--- config.mk ---
export PLATFORM = sky130hd
export DESIGN_NAME = nic_flat
export DESIGN_NICKNAME = d
export VERILOG_FILES = /design/src/rtl/nic_if.sv /design/src/rtl/nic.sv /design/src/flat_wrapper.sv
export SDC_FILE = /design/constraint.sdc
export NUM_CORES = 1
export LEC_CHECK = 0
export ABC_AREA = 1
export BUFFER_PORTS_ARGS = -buffer_cell sky130_fd_sc_hd__buf_2
export CAP_MARGIN = 20
export CORE_MARGIN = 2
export CORE_UTILIZATION = 35
export CTS_CLUSTER_DIAMETER = 30
export DETAILED_ROUTE_END_ITERATION = 6
export GPL_ROUTABILITY_DRIVEN = 0
export SYNTH_ARGS = -nofsm -noshare
export SYNTH_HDL_FRONTEND = slang
export SYNTH_SLANG_ARGS = --single-unit
--- constraint.sdc ---
create_clock -name clk -period 1.3 [get_ports clk]
set_input_delay 0.065 -clock clk [delete_from_list [all_inputs] [get_ports clk]]
set_output_delay 0.065 -clock clk [all_outputs]
set_load 0.03 [all_outputs]
--- src/rtl/nic_if.sv ---
// PE register port plus router PE-channel signals of the network interface.
// The NIC takes the slave view; the PE/router side (or a bench) takes master.
interface nic_if #(
    parameter int DATA_WIDTH = 64
);
    logic [1:0]            addr;
    logic [DATA_WIDTH-1:0] d_in;
    logic [DATA_WIDTH-1:0] d_out;
    logic                  nicEn;
    logic                  nicWrEn;
    logic                  net_so;
    logic                  net_ri;
    logic [DATA_WIDTH-1:0] net_do;
    logic                  net_polarity;
    logic                  net_si;
    logic                  net_ro;
    logic [DATA_WIDTH-1:0] net_di;

    modport slave (
        input  addr, d_in, nicEn, nicWrEn, net_ri, net_polarity, net_si, net_di,
        output d_out, net_so, net_do, net_ro
    );

    modport master (
        output addr, d_in, nicEn, nicWrEn, net_ri, net_polarity, net_si, net_di,
        input  d_out, net_so, net_do, net_ro
    );
endinterface

--- src/rtl/nic.sv ---
// Network interface controller: one-packet output and input buffers between a
// PE register port and a mesh router PE port, injection gated by VC polarity.
module nic #(
    parameter int DATA_WIDTH = 64,
    parameter int VC_BIT     = 63
) (
    input  logic  clk,
    input  logic  reset,
    nic_if.slave  bus
);
    localparam logic [1:0] ADDR_IBUF  = 2'b00;
    localparam logic [1:0] ADDR_ISTAT = 2'b01;
    localparam logic [1:0] ADDR_OBUF  = 2'b10;
    localparam logic [1:0] ADDR_OSTAT = 2'b11;

    logic [DATA_WIDTH-1:0] out_buf_q, out_buf_d;
    logic                  out_full_q, out_full_d;
    logic [DATA_WIDTH-1:0] in_buf_q, in_buf_d;
    logic                  in_full_q, in_full_d;
    logic [DATA_WIDTH-1:0] d_out_q, d_out_d;

    logic send;
    logic accept;
    logic pe_wr;
    logic pe_rd;

    // Both router handshakes are forced low while reset is held, even before
    // the first reset edge has cleared the flops.
    assign send   = reset & out_full_q & bus.net_ri &
                    (out_buf_q[VC_BIT] == bus.net_polarity);
    assign accept = reset & ~in_full_q & bus.net_si;

    assign bus.net_so = send;
    assign bus.net_ro = reset & ~in_full_q;
    assign bus.net_do = out_buf_q;
    assign bus.d_out  = d_out_q;

    assign pe_wr = bus.nicEn & bus.nicWrEn;
    assign pe_rd = bus.nicEn & ~bus.nicWrEn;

    always_comb begin
        out_buf_d  = out_buf_q;
        out_full_d = out_full_q;
        in_buf_d   = in_buf_q;
        in_full_d  = in_full_q;
        d_out_d    = d_out_q;

        // A write is only taken into an empty buffer; send implies full, so
        // a write on the draining edge is dropped.
        if (pe_wr && bus.addr == ADDR_OBUF && !out_full_q) begin
            out_buf_d  = bus.d_in;
            out_full_d = 1'b1;
        end else if (send) begin
            out_full_d = 1'b0;
        end

        if (accept) begin
            in_buf_d  = bus.net_di;
            in_full_d = 1'b1;
        end

        if (pe_rd) begin
            case (bus.addr)
                ADDR_IBUF: begin
                    d_out_d = in_buf_q;
                    if (in_full_q) in_full_d = 1'b0;
                end
                ADDR_ISTAT: d_out_d = DATA_WIDTH'(in_full_q);
                ADDR_OBUF:  d_out_d = '0;
                ADDR_OSTAT: d_out_d = DATA_WIDTH'(out_full_q);
                default:    d_out_d = '0;
            endcase
        end
    end

    always_ff @(posedge clk) begin
        if (!reset) begin
            out_buf_q  <= '0;
            out_full_q <= 1'b0;
            in_buf_q   <= '0;
            in_full_q  <= 1'b0;
            d_out_q    <= '0;
        end else begin
            out_buf_q  <= out_buf_d;
            out_full_q <= out_full_d;
            in_buf_q   <= in_buf_d;
            in_full_q  <= in_full_d;
            d_out_q    <= d_out_d;
        end
    end
endmodule

--- src/flat_wrapper.sv ---
// flat-port wrapper written by rule: the top's interface ports become plain ports
module nic_flat 
#(
    parameter int DATA_WIDTH = 64,
    parameter int VC_BIT     = 63
)
  (clk, reset, bus_addr, bus_d_in, bus_nicEn, bus_nicWrEn, bus_net_ri, bus_net_polarity, bus_net_si, bus_net_di, bus_d_out, bus_net_so, bus_net_do, bus_net_ro);
  nic_if #(.DATA_WIDTH(DATA_WIDTH)) bus_i ();
  input  logic clk;
  input  logic reset;
  input wire logic [$bits(bus_i.addr)-1:0] bus_addr;
  input wire logic [$bits(bus_i.d_in)-1:0] bus_d_in;
  input wire logic [$bits(bus_i.nicEn)-1:0] bus_nicEn;
  input wire logic [$bits(bus_i.nicWrEn)-1:0] bus_nicWrEn;
  input wire logic [$bits(bus_i.net_ri)-1:0] bus_net_ri;
  input wire logic [$bits(bus_i.net_polarity)-1:0] bus_net_polarity;
  input wire logic [$bits(bus_i.net_si)-1:0] bus_net_si;
  input wire logic [$bits(bus_i.net_di)-1:0] bus_net_di;
  output wire logic [$bits(bus_i.d_out)-1:0] bus_d_out;
  output wire logic [$bits(bus_i.net_so)-1:0] bus_net_so;
  output wire logic [$bits(bus_i.net_do)-1:0] bus_net_do;
  output wire logic [$bits(bus_i.net_ro)-1:0] bus_net_ro;
  assign bus_i.addr = bus_addr;
  assign bus_i.d_in = bus_d_in;
  assign bus_i.nicEn = bus_nicEn;
  assign bus_i.nicWrEn = bus_nicWrEn;
  assign bus_i.net_ri = bus_net_ri;
  assign bus_i.net_polarity = bus_net_polarity;
  assign bus_i.net_si = bus_net_si;
  assign bus_i.net_di = bus_net_di;
  assign bus_d_out = bus_i.d_out;
  assign bus_net_so = bus_i.net_so;
  assign bus_net_do = bus_i.net_do;
  assign bus_net_ro = bus_i.net_ro;
  nic #(.DATA_WIDTH(DATA_WIDTH), .VC_BIT(VC_BIT)) u_core (.clk(clk), .reset(reset), .bus(bus_i));
endmodule
==> results of run 1 <==
[cells by family (layout without fill, tap and decap cells)]
logic type / Yosys count / after routing / synth area share, %
and+or+nand+nor: 475 / 475 / 26.9
buffers and inverters: 136 / 521 / 8.40
AOI/OAI and AO/OA: 127 / 127 / 9.10
DFF: 194 / 194 / 55.6
[state kept, by name (all words and copies together) (netlist names)]
name / count
u_core.bus.d_out: 64
u_core.out_full_q: 1
u_core.in_buf_q: 64
u_core.in_full_q: 1
u_core.bus.net_do: 64
[worst reg2reg max path, delay by kind of cell (launching register included)]
kind / cells / cell delay [ns]
buf+inv: 3 / 0.39
simple gates: 5 / 0.35
flops: 1 / 0.33
[per-layer routing]
layer / GRT usage [%] / part of all wire [%] / up-vias
li1: - / - / 3636
met1: 23.5 / 47 / 3073
met3: 6.13 / 7.3 / 14
met5: 0 / 0 / -
met2: 29.5 / 44 / 218
met4: 5.15 / 1.1 / 0
[path summary, 6_finish.rpt]
check | from | to | slack [ns]
setup / recovery | u_core.out_full_q | bus_net_so | 0.03
hold / removal | bus_addr[0] | u_core.bus.d_out[0] | 0.04
setup reg to reg | u_core.out_full_q | u_core.bus.net_do[38] | 0.11
hold reg to reg | u_core.in_buf_q[46] | u_core.in_buf_q[46] | 0.47
[final cells by class]
class,count,share of cell area [%]
clock buffer,20,4.24
clock inverter,12,1.14
inverter,76,2.73
multi-input combinational,602,24.0
sequential,194,36.8
tap,265,3.14
timing repair buffer,413,27.9
[per-stage QoR]
step           hold WS (ns)  setup WS, ns  instances  TNS, ns
5_1_grt              0.0718       -0.0503       1582  -0.0503
4_1_cts              0.0251       0.00996       1581        0
6_report             0.0439        0.0306       1582        0
3_5_place_dp          0.267        0.0994       1419        0
2_1_floorplan         0.175        0.0737        932        0
3_3_place_gp          0.263         0.111       1419        0
[layout by cell type (no fill, tap or decap), drive strengths merged, types with 4 or more instances in the layout]
master       Yosys  final
buf             39    282
clkbuf          21     21
clkinv           0      4
dfxtp          194    194
dlygate4sd3      0    130
inv             76     83
nand2          271    271
nand3           68     68
nor2           136    136
o21ai          126    126
[repair_timing]
action,4_1_cts,5_1_grt
pin swaps,0,3
gates cloned,0,1
hold buffers,130,0
resized for setup,2,7
hold endpoints to repair,131,0
setup endpoints to repair,1,3
[power by group through the flow]
stage | Sequential (mW) | Clock (mW) | Combinational [mW]
6_report | 6.28 | 5.16 | 1.52
5_1_grt | 6.30 | 5.55 | 1.69
4_1_cts | 6.27 | 5.33 | 1.49
3_5_place_dp | 6.41 | 0 | 1.18
3_3_place_gp | 6.40 | 0 | 1.18
2_1_floorplan | 6.57 | 0 | 0.559
==> impl_metrics.toml, run 1 <==
[place]
placedInstanceArea_mm2 = 0.00862
hpwl_um = 12100
port_buffers = 266

[setup_path]
path_cells = "nand2_2, nor2_2, nand2_1, inv_1, buf_6"
cp_slowest_cell = "dfxtp_2"
cp_top_family = "flip-flops"
cp_num_cells = 5
start_kind = "register"
required_ns = 1.24
r2r_cells = 8
critPathMaxFanout = 3
cpPeakStageDelay_ns = 0.35
crit_buf_inv = 2
crit_type = "register to output pin"
cp-end-kind = "output pin"
critPathArrivalTime_ns = 1.20

[yosys]
ys_ff_latch = 194
ys_seq_area_share_pct = 55.6
yosysUniqueCellTypes = 16
netlist.area_leader.share_pct = 55.6
synth.avg_cell_area_um2 = 7.49
synthCells = 932
ys_warn_count = 0
async_flop_share_pct = 0
yosysMostFrequentCell = "nand2_1"
synth_commonest_cells = "270 x nand2_1, 194 x dfxtp_1, 135 x nor2_1, 100 x o21ai_0, 74 x inv_1"
ys.flop_type = "dfxtp_1"
ys_top_cells_by_area = "dfxtp_1 56%, nand2_1 15%, nor2_1 7.3%"
syn-num-nets = 1069
syn-cell-area_mm2 = 0.00698
synth_edf_count = 0
synth_largest_area_cell = "dfxtp_1"

[route]
ant_nets = 0
wirelength_um = 19900
dr.pass1.iters = 6
drc = 0
drt-wirelength-per-cell_um = 12.6
vias = 6941
drtIter0Drc = 329
viasPerCell = 4.39

[cells_and_area]
final_core_util_pct = 54.0
area_growth_syn_to_layout_pct = 51.0
multi_input_area_mm2 = 0.00253
post-route-cell-area_mm2 = 0.0105
seq_area_mm2 = 0.00389
nFillCells = 1858
drive_above_1_share_pct = 24.6
nNetsFinal = 1441
antenna_cells = 0

[sta]
rsz0062_at_grt = "true"
tightest_slew_ns = 0.504
skew_ns = 0.00974
timing.slew.headroom_pct = 66.4
min_period_ns = 1.27
finalCritPeriodShare_pct = 97.6
final-hold-violation-count = 0
slew_violations = 0
fmax_mhz = 788
setup_violations = 0

[flow_run]
cap_violations = 0

[pwr]
p_per_area_mw_per_mm2 = 1230
peakVddDrop_uv = 870
p_leak_nw = 5.06
seqPwrFrac_pct = 48.4
finalPower_mw = 13.0
internal_power_mw = 9.64
clkPwrFrac_pct = 39.8
p_switching_mw = 3.31
switching_share_pct = 25.6
comb_power_share_pct = 11.7

[floorplan]
initial_core_util_pct = 35.8
rows = 51
die_h_um = 145
core_mm2 = 0.0195
ios = 267
die-area_mm2 = 0.0211
die_w_um = 145

[grt]
grt_max_degree = 113
antenna_found_initial = 0
track_usage_pct = 18.4
grt_pass1_vias = 6461
grt_pass1_wl_um = 32000
grt.overflow.total = 0

[clock_network]
cts-root-buf = "clkbuf_16"
cts_made_buffers = 17
cts_buffer_depth = 2
cts_setup_buffers = 0
h-tree-depth = 4
clkSinkCount = 194
clk_pin_slew_ns = 0.07
worstSkewPairLatency_ns = 0.43
cts_tree = "built"

[hold_path]
holdPathStages = 5
min_path_type = "input port to register"

[status]
outcome = "finished clean"
Power figures use the tool's default switching activity.
==> run 2: changes to the inputs <==
SETUP_SLACK_MARGIN = 0.5   (was unset)
SLEW_MARGIN = 20   (was unset)
==> impl_metrics.toml, run 2 (synthesized netlist as in run 1, its figures left out) <==
[setup_path]
required_ns = 1.60
critPathMaxFanout = 6
reg2reg_slack_ns = 0.001
setup.worst_path.end = "u_core.bus.net_do[34]"
reg2reg_to = "u_core.bus.net_do[34]"
worstReg2RegStart = "u_core.out_full_q"
cp-end-kind = "register"
start_kind = "register"
crit_path_start = "u_core.out_full_q"
r2r_cells = 9
crit_type = "register to register"
critPathArrivalTime_ns = 1.60

[hold_path]
holdPathStages = 5
holdCritStartpoint = "bus_addr[0]"
min_path_type = "input port to register"

[clock_network]
cts_made_buffers = 17
cts_tree = "built"
clkSinkCount = 194
h-tree-depth = 4
cts-root-buf = "clkbuf_16"
clk_pin_slew_ns = 0.07
worstSkewPairLatency_ns = 0.42
cts_buffer_depth = 2

[grt]
track_usage_pct = 22.3
grt.overflow.total = 0
grt_use_met3_pct = 6.67
top_usage_layer = "met2"
grt_max_degree = 111
grt_pass1_wl_um = 38800
antenna_found_initial = 0
met2_usage_pct = 39.1
use_met1_pct = 26.2
grt_pass1_vias = 7758

[route]
drc = 0
vias = 7834
dr.pass1.iters = 5
wirelength_um = 26100
drtIter0Drc = 361
viasPerCell = 4.73
drt-wirelength-per-cell_um = 15.7
ant_nets = 0

[flow_run]
cap_violations = 0

[floorplan]
ios = 267
core_mm2 = 0.0195
initial_core_util_pct = 35.8
rows = 51
die-area_mm2 = 0.0211
die_h_um = 145
die_w_um = 145

[cells_and_area]
area_growth_syn_to_layout_pct = 94.0
most-common-layout-cells = "175 x nand2_1, 142 x buf_6, 135 x buf_2, 129 x dlygate4sd3_1, 126 x dfxtp_2"
antenna_cells = 0
layout_commonest_cell = "nand2_1"
final_cells = 1657
drive_above_1_share_pct = 49.0
nNetsFinal = 1516

[pwr]
p_leak_nw = 6.25
p_per_area_mw_per_mm2 = 1040
peakVddDrop_uv = 850

[sta]
slew_violations = 0
min_period_ns = 1.30
timing.slew.headroom_pct = 66.4
rsz0062_at_grt = "true"
finalCritPeriodShare_pct = 99.9
final-hold-violation-count = 0
fin_hold_ws_ns = 0.0336
tightest_slew_ns = 0.504
fmax_mhz = 770
skew_ns = 0.0120
setup_violations = 0

[place]
hpwl_um = 11900
port_buffers = 266
placed_cells = 1420

[status]
outcome = "finished clean"
-- run 2: cell count changes in the layout (fill, tap and decap cells not counted), sizes merged --
cell	previous run	this run
buf	282	355
clkinvlp	0	3
dlygate4sd3	130	129
-- run 2: per-layer routing --
metal	vias up	wire length [um]
met4	0	575
li1	3822	-
met3	42	1960
met2	305	13200
met5	-	0
met1	3665	10400
-- run 2: power breakdown --
group / total [mW] / internal (mW) / switching (mW) / leakage [nW]
Combinational: 2.43 / 1.27 / 1.16 / 4.32
Sequential: 6.32 / 6.20 / 0.120 / 1.64
Clock: 5.32 / 2.76 / 2.57 / 0.282
Total: 14.1 / 10.2 / 3.84 / 6.25
-- run 2: timing repair --
| action | CTS | global route |
|---|---|---|
| resized for setup | 515 | 167 |
| setup buffers | 31 | 20 |
| pin swaps | 8 | 36 |
| hold buffers | 128 | 1 |
| cloned | 22 | 3 |
| setup endpoints to repair | 259 | 261 |
| hold endpoints to repair | 130 | 2 |
-- run 2: how the worst min path moves through the flow --
stage / slack [ns] / endpoint
after CTS: -0.08 / u_core.bus.d_out[0]
after floorplan: 0.18 / u_core.in_buf_q[0]
final: 0.03 / u_core.bus.d_out[0]
after detailed placement: 0.27 / u_core.in_buf_q[19]
after global routing: 0.05 / u_core.bus.d_out[0]
after global placement: 0.26 / u_core.in_buf_q[23]
-- run 2: through the flow --
stage,area (um^2),total power [mW],setup TNS (ns),setup WS (ns),util (%)
5_1_grt,13500,14.6,-0.503,-0.0475,69.4
4_1_cts,12700,13.8,0,0.0497,65.2
2_1_floorplan,7070,7.15,0,0.157,-
3_3_place_gp,8650,7.60,0,0.126,44.3
6_report,13500,14.1,0,0.000996,69.4
3_5_place_dp,8650,7.62,0,0.0981,44.3
-- run 2: layout make-up --
cell class,instances,area [um^2]
fillers,1354,5980
repair buffers,487,5070
flip-flops and latches,194,4060
multi-input cells,602,3190
clock buffers,18,429
well taps,265,332
inverters,76,293
clock inverters,14,168
repair inverters,1,16.3
-- run 2: worst max-delay path, cell delays in order (launching register included) --
cell and delay [ns]:
dfxtp_2 0.33, inv_2 0.06, nand2_4 0.05, nor2_4 0.18
buf_12 0.14, buf_8 0.12, buf_16 0.13, nand2_2 0.04
nand2_1 0.06, nor2_1 0.05
==> run 3: changes to the inputs <==
ABC_AREA = unset   (was 1)
CTS_CLUSTER_DIAMETER = 120   (was 30)
==> impl_metrics.toml, run 3 <==
[status]
outcome = "complete, but fails checks"
violations = "setup timing"

[cells_and_area]
most-common-layout-cells = "210 x nand2_1, 161 x buf_6, 135 x buf_2, 130 x dlygate4sd3_1, 125 x dfxtp_2"
nNetsFinal = 1427
post-route-cell-area_mm2 = 0.0143
antenna_cells = 0
nFillCells = 1394
drive_above_1_share_pct = 58.3
layout_commonest_cell = "nand2_1"
area_growth_syn_to_layout_pct = 96.7

[pwr]
switching_share_pct = 26.7
clkPwrFrac_pct = 38.8
seqPwrFrac_pct = 46.1
p_switching_mw = 3.64
internal_power_mw = 10.0
p_leak_nw = 6.17
p_per_area_mw_per_mm2 = 955
finalPower_mw = 13.7
peakVddDrop_uv = 769
comb_power_share_pct = 15.1

[sta]
tightest_slew_ns = 0.505
finalCritPeriodShare_pct = 106
slew_violations = 0
min_period_ns = 1.38
timing.slew.headroom_pct = 66.3
setup_violations = 1
rsz0062_at_grt = "true"
setup_slack_ns = -0.0824
skew_ns = 0.0132
final-hold-violation-count = 0
fmax_mhz = 723

[hold_path]
min_path_type = "input port to register"
min_to = "u_core.bus.d_out[0]"
holdPathStages = 4
holdCritStartpoint = "bus_addr[1]"

[yosys]
synth_edf_count = 0
yosysMostFrequentCell = "nand2_1"
synth_largest_area_cell = "dfxtp_1"
netlist.area_leader.share_pct = 53.4
synth.avg_cell_area_um2 = 9.26
synth_commonest_cells = "259 x nand2_1, 194 x dfxtp_1, 65 x nand3_1, 64 x mux2i_1, 64 x nor2b_1"
synthCells = 786
ys_seq_area_share_pct = 53.4
yosysUniqueCellTypes = 25
ys_warn_count = 0
async_flop_share_pct = 0
ys.flop_type = "dfxtp_1"
syn-cell-area_mm2 = 0.00728
ys_ff_latch = 194
ys_top_cells_by_area = "dfxtp_1 53%, nand2_1 13%, mux2i_1 8.8%"
syn-num-nets = 923

[setup_path]
required_ns = 1.24
crit_type = "register to output pin"
critPathMaxFanout = 2
cp-end-kind = "output pin"
reg2reg_to = "u_core.in_buf_q[21]"
r2r_cells = 6
reg2reg_slack_ns = 0.03
worstReg2RegStart = "u_core.in_full_q"
start_kind = "register"
critPathArrivalTime_ns = 1.32

[floorplan]
die_h_um = 148
core_mm2 = 0.0203
rows = 52
die_w_um = 148
ios = 267
initial_core_util_pct = 35.8
die-area_mm2 = 0.0220

[route]
vias = 7441
dr.pass1.iters = 5
drc = 0
drt-wirelength-per-cell_um = 16.8
drtIter0Drc = 232
wirelength_um = 26500
ant_nets = 0
viasPerCell = 4.73

[clock_network]
clkSinkCount = 194
clk_pin_slew_ns = 0.07
cts-root-buf = "clkbuf_16"
cts_buffer_depth = 2
h-tree-depth = 4
cts_made_buffers = 17
worstSkewPairLatency_ns = 0.42
cts_tree = "built"

[grt]
grt_pass1_wl_um = 39700
grt_pass1_vias = 7543
grt.overflow.total = 0
track_usage_pct = 23.0
antenna_found_initial = 0
grt_max_degree = 110

[place]
hpwl_um = 12700
port_buffers = 266
placedInstanceArea_mm2 = 0.00946

[flow_run]
cap_violations = 0
## run 3: cell count changes after synthesis, sizes merged, moves of 3 or more
cell / delta
mux2i: +64
buf: +18
inv: -76
nor2: -135
nand2: -12
clkbuf: -14
a22oi: +63
nor2b: +64
o21ai: -126
nand3: -3
## run 3: cells by family (layout without fill, tap and decap cells)
kind of cell | after synthesis | in the layout | synth area share, %
simple gates | 396 | 396 | 24.4
compound gates | 66 | 66 | 7.57
mux | 65 | 65 | 8.96
buf+inv | 64 | 581 | 5.59
xor+xnor | 1 | 1 | 0.120
flops | 194 | 194 | 53.4
## run 3: metal layers
layer | share of wire, % | vias to the layer above | track usage [%]
li1 | - | 3623 | -
met1 | 41 | 3538 | 27.8
met2 | 52 | 252 | 40.9
met3 | 5.4 | 28 | 4.51
met4 | 1.6 | 0 | 7.67
met5 | 0 | - | 0
## run 3: power by group through the flow
stage          registers (mW)  logic [mW]  clock network (mW)
2_1_floorplan            6.52       0.667                   0
3_3_place_gp             6.41        1.15                   0
3_5_place_dp             6.42        1.16                   0
4_1_cts                  6.30        1.93                5.43
5_1_grt                  6.33        2.19                5.66
6_report                 6.31        2.06                5.30
## run 3: worst max-delay path, cell delays in order, from the launching register on
cell and delay (ns):
dfxtp_4 0.37, xor2_4 0.16, nor3b_4 0.20, buf_6 0.16
## run 3: cell type report
class	instances	area [um^2]	share of cell area, %
clock buffer	18	429	3.00
clock inverter	14	163	1.14
multi-input combinational	528	3800	26.6
sequential	194	4060	28.4
tap	270	338	2.36
timing repair buffer	549	5520	38.6
## run 3: worst max path at each step
stage,startpoint,to,slack (ns),cells after the start
after CTS,u_core.bus.net_do[63],bus_net_so,-0.13,3
after floorplan,u_core.bus.net_do[63],u_core.out_full_q,0.19,3
after detailed placement,bus_addr[0],u_core.bus.net_do[8],0.03,6
after global routing,u_core.bus.net_do[63],bus_net_so,-0.13,3
final,u_core.bus.net_do[63],bus_net_so,-0.08,3
after global placement,bus_addr[0],u_core.bus.net_do[62],0.04,6
## run 3: metrics by stage
| stage | worst slack, ns | hold slack [ns] | cells | util [%] | setup TNS (ns) |
|---|---|---|---|---|---|
| global placement | 0.0361 | 0.254 | 1279 | 46.6 | 0 |
| detailed placement | 0.0261 | 0.254 | 1279 | 46.6 | 0 |
| finish | -0.0824 | 0.0671 | 1573 | 70.5 | -0.0824 |
| global route | -0.126 | 0.0649 | 1573 | 70.5 | -0.186 |
| CTS | -0.128 | 0.0252 | 1541 | 68.0 | -0.128 |
| floorplan | 0.189 | 0.168 | 786 | - | 0 |
## run 3: what timing repair did
item / in CTS / in global routing
buffers inserted: 78 / 32
gates cloned: 22 / 0
pin swaps: 33 / 21
hold endpoints to repair: 131 / 0
hold buffers: 130 / 0
resized for setup: 462 / 66
endpoints found under the setup margin: 261 / 277
